<file path="config.mk">
export PLATFORM = sky130hd
export DESIGN_NAME = rom_port_arbiter
export DESIGN_NICKNAME = d
export VERILOG_FILES = /design/src/rtl/cpu_mem_pkg.sv /design/src/rtl/rom_arb_starve_cnt.sv /design/src/rtl/rom_port_arbiter.sv
export SDC_FILE = /design/constraint.sdc
export NUM_CORES = 1
export LEC_CHECK = 0
export BUFFER_PORTS_ARGS = -buffer_cell sky130_fd_sc_hd__buf_2
export CORE_MARGIN = 5
export CORE_UTILIZATION = 35
export DETAILED_ROUTE_END_ITERATION = 12
export GPL_ROUTABILITY_DRIVEN = 0
export PLACE_DENSITY_LB_ADDON = 0.15
export SYNTH_ARGS = -nofsm -noshare
export SYNTH_HDL_FRONTEND = slang
export SYNTH_SLANG_ARGS = --single-unit
</file>
<file path="constraint.sdc">
create_clock -name sys_clk -period 1.8 [get_ports sys_clk]
set_input_delay 0.09 -clock sys_clk [delete_from_list [all_inputs] [get_ports sys_clk]]
set_output_delay 0.09 -clock sys_clk [all_outputs]
set_load 0.01 [all_outputs]
</file>
<file path="src/rtl/cpu_mem_pkg.sv">
// Shared definitions for the instruction-memory side of the CPU:
// ROM word width and the response-routing states of the ROM port arbiter.
package cpu_mem_pkg;

    localparam int ROM_WORD_W = 16;

    typedef enum logic [1:0] {
        ARB_IDLE   = 2'd0,
        ARB_IF_RSP = 2'd1,
        ARB_LS_RSP = 2'd2
    } arb_state_e;

endpackage

</file>
<file path="src/rtl/rom_arb_starve_cnt.sv">
// Starvation counter for the load/debug port: counts consecutive denied
// cycles and raises force_ls once the wait has reached MAX_WAIT.
module rom_arb_starve_cnt #(
    parameter int MAX_WAIT = 4
) (
    input  logic sys_clk,
    input  logic sys_rst,
    input  logic ls_req,
    input  logic ls_gnt,
    output logic force_ls
);

    localparam logic [3:0] WAIT_LIMIT = 4'(MAX_WAIT);

    logic [3:0] wait_cnt;

    // Saturates at the limit so the forced grant stays pending until taken.
    always_ff @(posedge sys_clk or posedge sys_rst) begin
        if (sys_rst) begin
            wait_cnt <= 4'd0;
        end else if (!ls_req || ls_gnt) begin
            wait_cnt <= 4'd0;
        end else if (wait_cnt != WAIT_LIMIT) begin
            wait_cnt <= wait_cnt + 4'd1;
        end
    end

    assign force_ls = (wait_cnt == WAIT_LIMIT);

endmodule

</file>
<file path="src/rtl/rom_port_arbiter.sv">
// Shares the combinational instruction ROM between fetch (IF) and the
// load/debug port (LS). Address checking is built only with ROM_ARB_ERR_CHK_EN.
module rom_port_arbiter
    import cpu_mem_pkg::*;
#(
    parameter int AW       = 16,
    parameter int DEPTH    = 7,
    parameter int MAX_WAIT = 4
) (
    input  logic                  sys_clk,
    input  logic                  sys_rst,
    input  logic                  if_req_i,
    input  logic [AW-1:0]         if_addr_i,
    output logic                  if_gnt_o,
    output logic                  if_rvalid_o,
    output logic [ROM_WORD_W-1:0] if_rdata_o,
    output logic                  if_err_o,
    input  logic                  ls_req_i,
    input  logic [AW-1:0]         ls_addr_i,
    output logic                  ls_gnt_o,
    output logic                  ls_rvalid_o,
    output logic [ROM_WORD_W-1:0] ls_rdata_o,
    output logic                  ls_err_o,
    output logic [AW-1:0]         rom_addr_o,
    input  logic [ROM_WORD_W-1:0] rom_data_i
);

    if (DEPTH < 1 || MAX_WAIT < 1 || MAX_WAIT > 15) begin : g_bad_params
        $error("rom_port_arbiter: DEPTH must be >= 1 and MAX_WAIT within 1..15");
    end

    arb_state_e            state;
    arb_state_e            state_nxt;
    logic                  force_ls;
    logic                  if_gnt;
    logic                  ls_gnt;
    logic [AW-1:0]         gnt_addr;
    logic                  gnt_err;
    logic [AW-1:0]         addr_q;
    logic                  err_q;
    logic [ROM_WORD_W-1:0] if_rdata_q;
    logic [ROM_WORD_W-1:0] ls_rdata_q;

    rom_arb_starve_cnt #(
        .MAX_WAIT (MAX_WAIT)
    ) u_starve_cnt (
        .sys_clk  (sys_clk),
        .sys_rst  (sys_rst),
        .ls_req   (ls_req_i),
        .ls_gnt   (ls_gnt),
        .force_ls (force_ls)
    );

    // IF has priority unless LS has waited long enough; nothing is granted in reset.
    always_comb begin
        if_gnt = 1'b0;
        ls_gnt = 1'b0;
        if (!sys_rst) begin
            if (ls_req_i && (!if_req_i || force_ls)) begin
                ls_gnt = 1'b1;
            end else if (if_req_i) begin
                if_gnt = 1'b1;
            end
        end
        gnt_addr = ls_gnt ? ls_addr_i : if_addr_i;
    end

    always_comb begin
`ifdef ROM_ARB_ERR_CHK_EN
        gnt_err = gnt_addr[0] || ({1'b0, gnt_addr[AW-1:1]} >= AW'(DEPTH));
`else
        gnt_err = 1'b0;
`endif
    end

    assign if_gnt_o   = if_gnt;
    assign ls_gnt_o   = ls_gnt;
    assign rom_addr_o = (if_gnt || ls_gnt) ? gnt_addr : addr_q;

    always_ff @(posedge sys_clk or posedge sys_rst) begin
        if (sys_rst) begin
            state <= ARB_IDLE;
        end else begin
            state <= state_nxt;
        end
    end

    // The grant of this cycle alone decides who receives the response next cycle.
    always_comb begin
        state_nxt   = ARB_IDLE;
        if_rvalid_o = 1'b0;
        ls_rvalid_o = 1'b0;
        if_err_o    = 1'b0;
        ls_err_o    = 1'b0;
        if (ls_gnt) begin
            state_nxt = ARB_LS_RSP;
        end else if (if_gnt) begin
            state_nxt = ARB_IF_RSP;
        end
        case (state)
            ARB_IF_RSP: begin
                if_rvalid_o = 1'b1;
                if_err_o    = err_q;
            end
            ARB_LS_RSP: begin
                ls_rvalid_o = 1'b1;
                ls_err_o    = err_q;
            end
            default: ;
        endcase
    end

    // Errored accesses return zero data; the loser's data register keeps its value.
    always_ff @(posedge sys_clk or posedge sys_rst) begin
        if (sys_rst) begin
            addr_q     <= '0;
            err_q      <= 1'b0;
            if_rdata_q <= '0;
            ls_rdata_q <= '0;
        end else if (if_gnt || ls_gnt) begin
            addr_q <= gnt_addr;
            err_q  <= gnt_err;
            if (ls_gnt) begin
                ls_rdata_q <= gnt_err ? '0 : rom_data_i;
            end else begin
                if_rdata_q <= gnt_err ? '0 : rom_data_i;
            end
        end
    end

    assign if_rdata_o = if_rdata_q;
    assign ls_rdata_o = ls_rdata_q;

endmodule

</file>
Yosys cells after proc, flatten, opt, wreduce, memory -nomap -nowiden
Cells that the tools add are included.
W data, S select, Z words.
{"block": "classes", "addsub": 1, "eq_ne": 4, "muxes": 13, "bitwise_logic": 1, "reduce_logical": 9}
{"cell": "$mux W16", "count": 2}
{"cell": "$mux W1", "count": 8}
{"cell": "$mux W4", "count": 2}
{"cell": "$add A4 B1 Y4 const B", "count": 1}
{"cell": "$eq A4 B3 Y1 const B", "count": 1}
{"cell": "$ne A4 B3 Y1 const B", "count": 1}
{"cell": "$reduce_and A2 Y1", "count": 2}
{"cell": "$logic_or A1 B1 Y1", "count": 3}
{"cell": "$eq A2 B1 Y1 const B", "count": 1}
{"cell": "$eq A2 B2 Y1 const B", "count": 1}
{"cell": "$logic_not A1 Y1", "count": 2}
{"cell": "$mux W2", "count": 1}
{"cell": "$reduce_bool A2 Y1", "count": 1}
{"cell": "$logic_and A1 B1 Y1", "count": 1}
{"cell": "$not A1 Y1", "count": 1}
{"block": "totals", "register_bits": 54, "inputBits": 52, "output_inout_bits": 54, "wordCells": 33}

Longest topological paths before layout
{"block": "depth", "word_depth": 7, "ltp_mapped": 6}

By module
A second synthesis with hierarchy kept.
{"block": "hier_totals", "hier_cells": 159, "area_unflattened_um2": 2279.7}
{"module": "rom_port_arbiter", "n_inst": 1, "cells_each": 135, "area_each_um2": 2024.4}
{"module": "rom_arb_starve_cnt", "n_inst": 1, "cells_each": 24, "area_each_um2": 255.2}

Worst setup path before layout
No wires, ideal clock.
{"block": "synth_timing", "kind": "register to register", "startpoint": "register u_starve_cnt.wait_cnt[0]", "endpoint": "register if_rdata_q[10], in the netlist if_rdata_o[10]", "setup_time_ns": 0.125, "t_arrival_ns": 1.640, "required_time_ns": 1.675, "path_slack_ns": 0.035, "stages_incl_launch_ff": 7, "n_path_buf": 1, "synth_period_minus_slack_ns": 1.765, "cell_sequence": "dfrtp_1 > inv_1 > ha_1 > and3b_2 > a21oi_4 > buf_8 > mux2_4"}
{"block": "synth_between", "elab_chain_cells": 7, "elab_cells_between_ends": 10, "classes_between": "1 x eq/ne; 4 x mux; 1 x bitwise; 4 x reduce/logical"}
{"element": "start: declaration", "line": "rom_arb_starve_cnt.sv:15", "text": "logic [3:0] wait_cnt;"}
{"element": "start signal: assignment", "line": "rom_arb_starve_cnt.sv:24", "text": "wait_cnt <= wait_cnt + 4'd1;"}
{"element": "$eq A4 B3 Y1 (*)", "line": "rom_arb_starve_cnt.sv:28", "text": "assign force_ls = (wait_cnt == WAIT_LIMIT);"}
{"element": "$logic_or A1 B1 Y1 (*)", "line": "rom_port_arbiter.sv:59", "text": "if (ls_req_i && (!if_req_i || force_ls)) begin"}
{"element": "$logic_and A1 B1 Y1 (*)", "line": "rom_port_arbiter.sv:59"}
{"element": "$mux W1", "line": "rom_port_arbiter.sv:59"}
{"element": "$mux W1", "line": "rom_port_arbiter.sv:58", "text": "if (!sys_rst) begin"}
{"element": "$logic_or A1 B1 Y1 or $not A1 Y1 (tied branches)"}
{"element": "$reduce_and A2 Y1 (no source line) (*)"}
{"element": "end signal: assignment", "line": "rom_port_arbiter.sv:126", "text": "if_rdata_q <= gnt_err ? '0 : rom_data_i;"}
{"element": "end: declaration", "line": "rom_port_arbiter.sv:41", "text": "logic [ROM_WORD_W-1:0] if_rdata_q;"}
Every way passes the cells marked *; elsewhere a longest branch is shown, timed or not.
A chain may end at the register's enable or synchronous reset.

Final worst setup path
{"block": "layout_timing", "startpoint": "register u_starve_cnt.wait_cnt[0]", "endpoint": "output rom_addr_o[8]"}
{"block": "layout_between", "elab_chain_cells": 7, "elab_cells_between_ends": 10, "classes_between": "1 x eq/ne; 6 x mux; 3 x reduce/logical"}
{"element": "$eq A4 B3 Y1 (*)", "line": "rom_arb_starve_cnt.sv:28"}
{"element": "$logic_or A1 B1 Y1 (*)", "line": "rom_port_arbiter.sv:59"}
{"element": "$logic_and A1 B1 Y1 (*)", "line": "rom_port_arbiter.sv:59"}
{"element": "$mux W1", "line": "rom_port_arbiter.sv:59"}
{"element": "$mux W1", "line": "rom_port_arbiter.sv:58"}
{"element": "$mux W16 or $logic_or A1 B1 Y1 (tied branches)", "line": "rom_port_arbiter.sv:65, rom_port_arbiter.sv:78"}
{"element": "$mux W16 (*)"}
{"element": "end: declaration", "line": "rom_port_arbiter.sv:24", "text": "output logic [AW-1:0] rom_addr_o,"}
Marks and branches as above.

==> impl_metrics.toml <==
[run_status]
status = "finished with violations"
violations = "setup timing"

[clock_network]
ctsRootBufferMaster = "clkbuf_8"
clkTransAtPathRegs_ns = 0.09
cts_buffers = 5
clock_latency_ns = 0.30
ctsHtreeMaxLevel = 2
clock_path_buffers = 2
clock_sinks = 54
cts_tree = "yes"

[yosys]
syn_area_um2 = 2341
ys.flop_type = "dfrtp_1"
syn_area_per_cell_um2 = 14.72
synth_cell_types = 30
async_reset_ff_share_pct = 100.0
yosys_register_bits = 54
yosysWarningCount = 0
ys_seq_area_share_pct = 57.72
netlist_instances = 159
synth_enable_flop_cells = 0

[floorplanning]
initial_core_util_pct = 36.45
die-area_um2 = 8424
fp.coreArea_um2 = 6422
rows = 29
die_y_um = 91.79
pin_count = 106
die_w_um = 91.79

[layout]
fillers = 580
final_common_cell = "buf_2"
postLayoutCoreUtil_pct = 50.98
layout-drive-gt1-share_pct = 61.67
layout_common_cells = "buf_2 (102), dfrtp_1 (54), mux2_2 (19)"
syn_to_final_growth_pct = 39.87
fin_cells = 364
seqCellArea_um2 = 1351
diodes = 0
fin_nets = 340
multiInputGateArea_um2 = 908.4

[power]
powerDensity_nw_per_um2 = 908.3
power_uw = 2974
ir_drop_uv = 450.4
power.leakage_uw = 0.001653

[global_routing]
grt.overflow.total = 0
grt_pass1_vias = 1818
antenna_found_initial = 0
grt_util_all_layers_pct = 13.52
grt_max_degree = 32
grt_pass1_wl_um = 9135

[placed_design]
port_buffers = 103
dp_cells = 337
dp.final_hpwl_um = 3901

[timing]
fin_crit_ns = 1.974
finalHoldViolCount = 0
fmax_ghz = 0.5066
worst_slew_pin_slew_ns = 0.5465
fin_crit_sh_pct = 109.7
relSlewSlack_pct = 63.54
worst_slack_ns = -0.1738
slew_viol_final = 0
setup_viol = 19
clock_skew_ns = 0.006717
rsz0062_at_grt = "yes"

[flow_run]
drv_cap = 0

[detailed_routing]
vias = 1689
dr.pass1.iters = 4
drt-vias-per-instance = 4.640
routedWlPerCell_um = 15.45
ant_nets = 0
routed_wl_um = 5624
drc_errors = 0
drt_iter0_drc = 43

[worst_setup_path]
cp_data_arrival_time_ns = 1.88
crit_type = "register to output port"
slowest_stage = "dfrtp_1"
start_kind = "register"
crit_chain = "inv_2 > ha_4 > and3b_2 > a21oi_4 > buf_6 > a221o_1 > buf_2"
critical_path.max_fanout = 7
slowest_delay_ns = 0.39
endpoint_kind = "output port"
crit_required_ns = 1.71

[worst_hold_path]
min_path_type = "input pin to register"
==> Yosys cell counts (all sizes together) (2+ instances only) <==
library cell / number / share of area, %
ha: 2 / 1.1
a21oi: 4 / 1.8
a221o: 16 / 6.8
and2: 16 / 4.3
inv: 3 / 0.48
dfrtp: 54 / 58
mux2: 32 / 17
nor3b: 2 / 0.64
nor2: 2 / 0.32
nor2b: 2 / 0.53
nand3: 3 / 0.64
buf: 10 / 3.5
nand2b: 2 / 0.53
==> power breakdown <==
group / internal [uW] / switching, uW / leakage (uW) / total [uW]
registers: 1400 / 77.1 / 0.000655 / 1470
logic: 453 / 365 / 0.000950 / 818
clock network: 311 / 371 / 0.0000482 / 682
total: 2160 / 814 / 0.00165 / 2970
==> logic make-up after synthesis <==
logic type | Yosys count | share of synthesized area [%]
DFF | 54 | 57.72
muxes | 33 | 17.91
and+or+nand+nor | 29 | 8.231
AOI/OAI and AO/OA | 25 | 10.37
buffers and inverters | 14 | 4.168
adders and majority gates | 2 | 1.069
other | 1 | 0.1602
xor gates and xnor gates | 1 | 0.3742
==> flip-flops by register name, summed over array words and instances (netlist names) <==
register and count:
addr_q 16, ls_rdata_o 16, u_starve_cnt.wait_cnt 4, if_rdata_o 16, state 2
==> final timing paths <==
kind | from | to | slack [ns] | cells past startpoint
worst min register to register | ls_rdata_o[3]$_DFFE_PP0P_ | ls_rdata_o[3]$_DFFE_PP0P_ | 0.50 | 1
worst max register to register | u_starve_cnt.wait_cnt[0]$_DFFE_PP0P_ | if_rdata_o[3]$_DFFE_PP0P_ | -0.01 | 8
worst min-delay path | rom_data_i[1] | if_rdata_o[1]$_DFFE_PP0P_ | 0.03 | 2
worst max-delay path | u_starve_cnt.wait_cnt[0]$_DFFE_PP0P_ | rom_addr_o[8] | -0.17 | 7
max in group asynchronous | sys_rst | if_rdata_o[7]$_DFFE_PP0P_ | 0.80 | 4
min in group asynchronous | sys_rst | u_starve_cnt.wait_cnt[1]$_DFFE_PP0P_ | 0.46 | 3
==> area by class of cell <==
| cell class | instances | area share (%) |
|---|---|---|
| Clock buffer | 7 | 2.637 |
| Multi-Input combinational cell | 92 | 27.74 |
| Timing Repair Buffer | 130 | 24.91 |
| Inverter | 3 | 0.3439 |
| Sequential cell | 54 | 41.27 |
| Tap cell | 77 | 2.942 |
| Clock inverter | 1 | 0.1528 |
==> through the flow <==
step	setup TNS (ns)	hold slack (ns)	area (um^2)	setup slack, ns
after global routing	-4.814	0.01167	3274	-0.2756
after detailed placement	0	0.2221	2980	0.03089
final	-2.197	0.02689	3274	-0.1738
after floorplan	0	0.2380	2345	0.03510
after CTS	-3.178	0.01050	3232	-0.1523
after global placement	0	0.2240	2980	0.07751
==> repair_timing <==
item | in CTS | in global routing
endpoints found under the hold margin | 23 | 0
buffers inserted | 12 | 5
gates resized for setup | 7 | 9
pin swaps | 7 | 0
endpoints found under the setup margin | 17 | 32
hold buffers | 1 | 0
cloned | 2 | 0
==> critical path: cells and delay by family, from the launching register on <==
kind	cells	cell delay, ns
adders and majority gates	1	0.15
DFF	1	0.39
AOI/OAI and AO/OA	2	0.44
and+or+nand+nor	1	0.22
buffers and inverters	3	0.38
==> layer usage <==
metal  track usage [%]  part of all wire (%)  up-vias
met5                 0                     0        -
met4             3.713                  0.94        0
met3             4.992                   9.7        6
met2             22.64                    46       80
met1             16.44                    43      781
li1                  -                     -      822
Note: power is estimated with default switching activity, not from simulation.
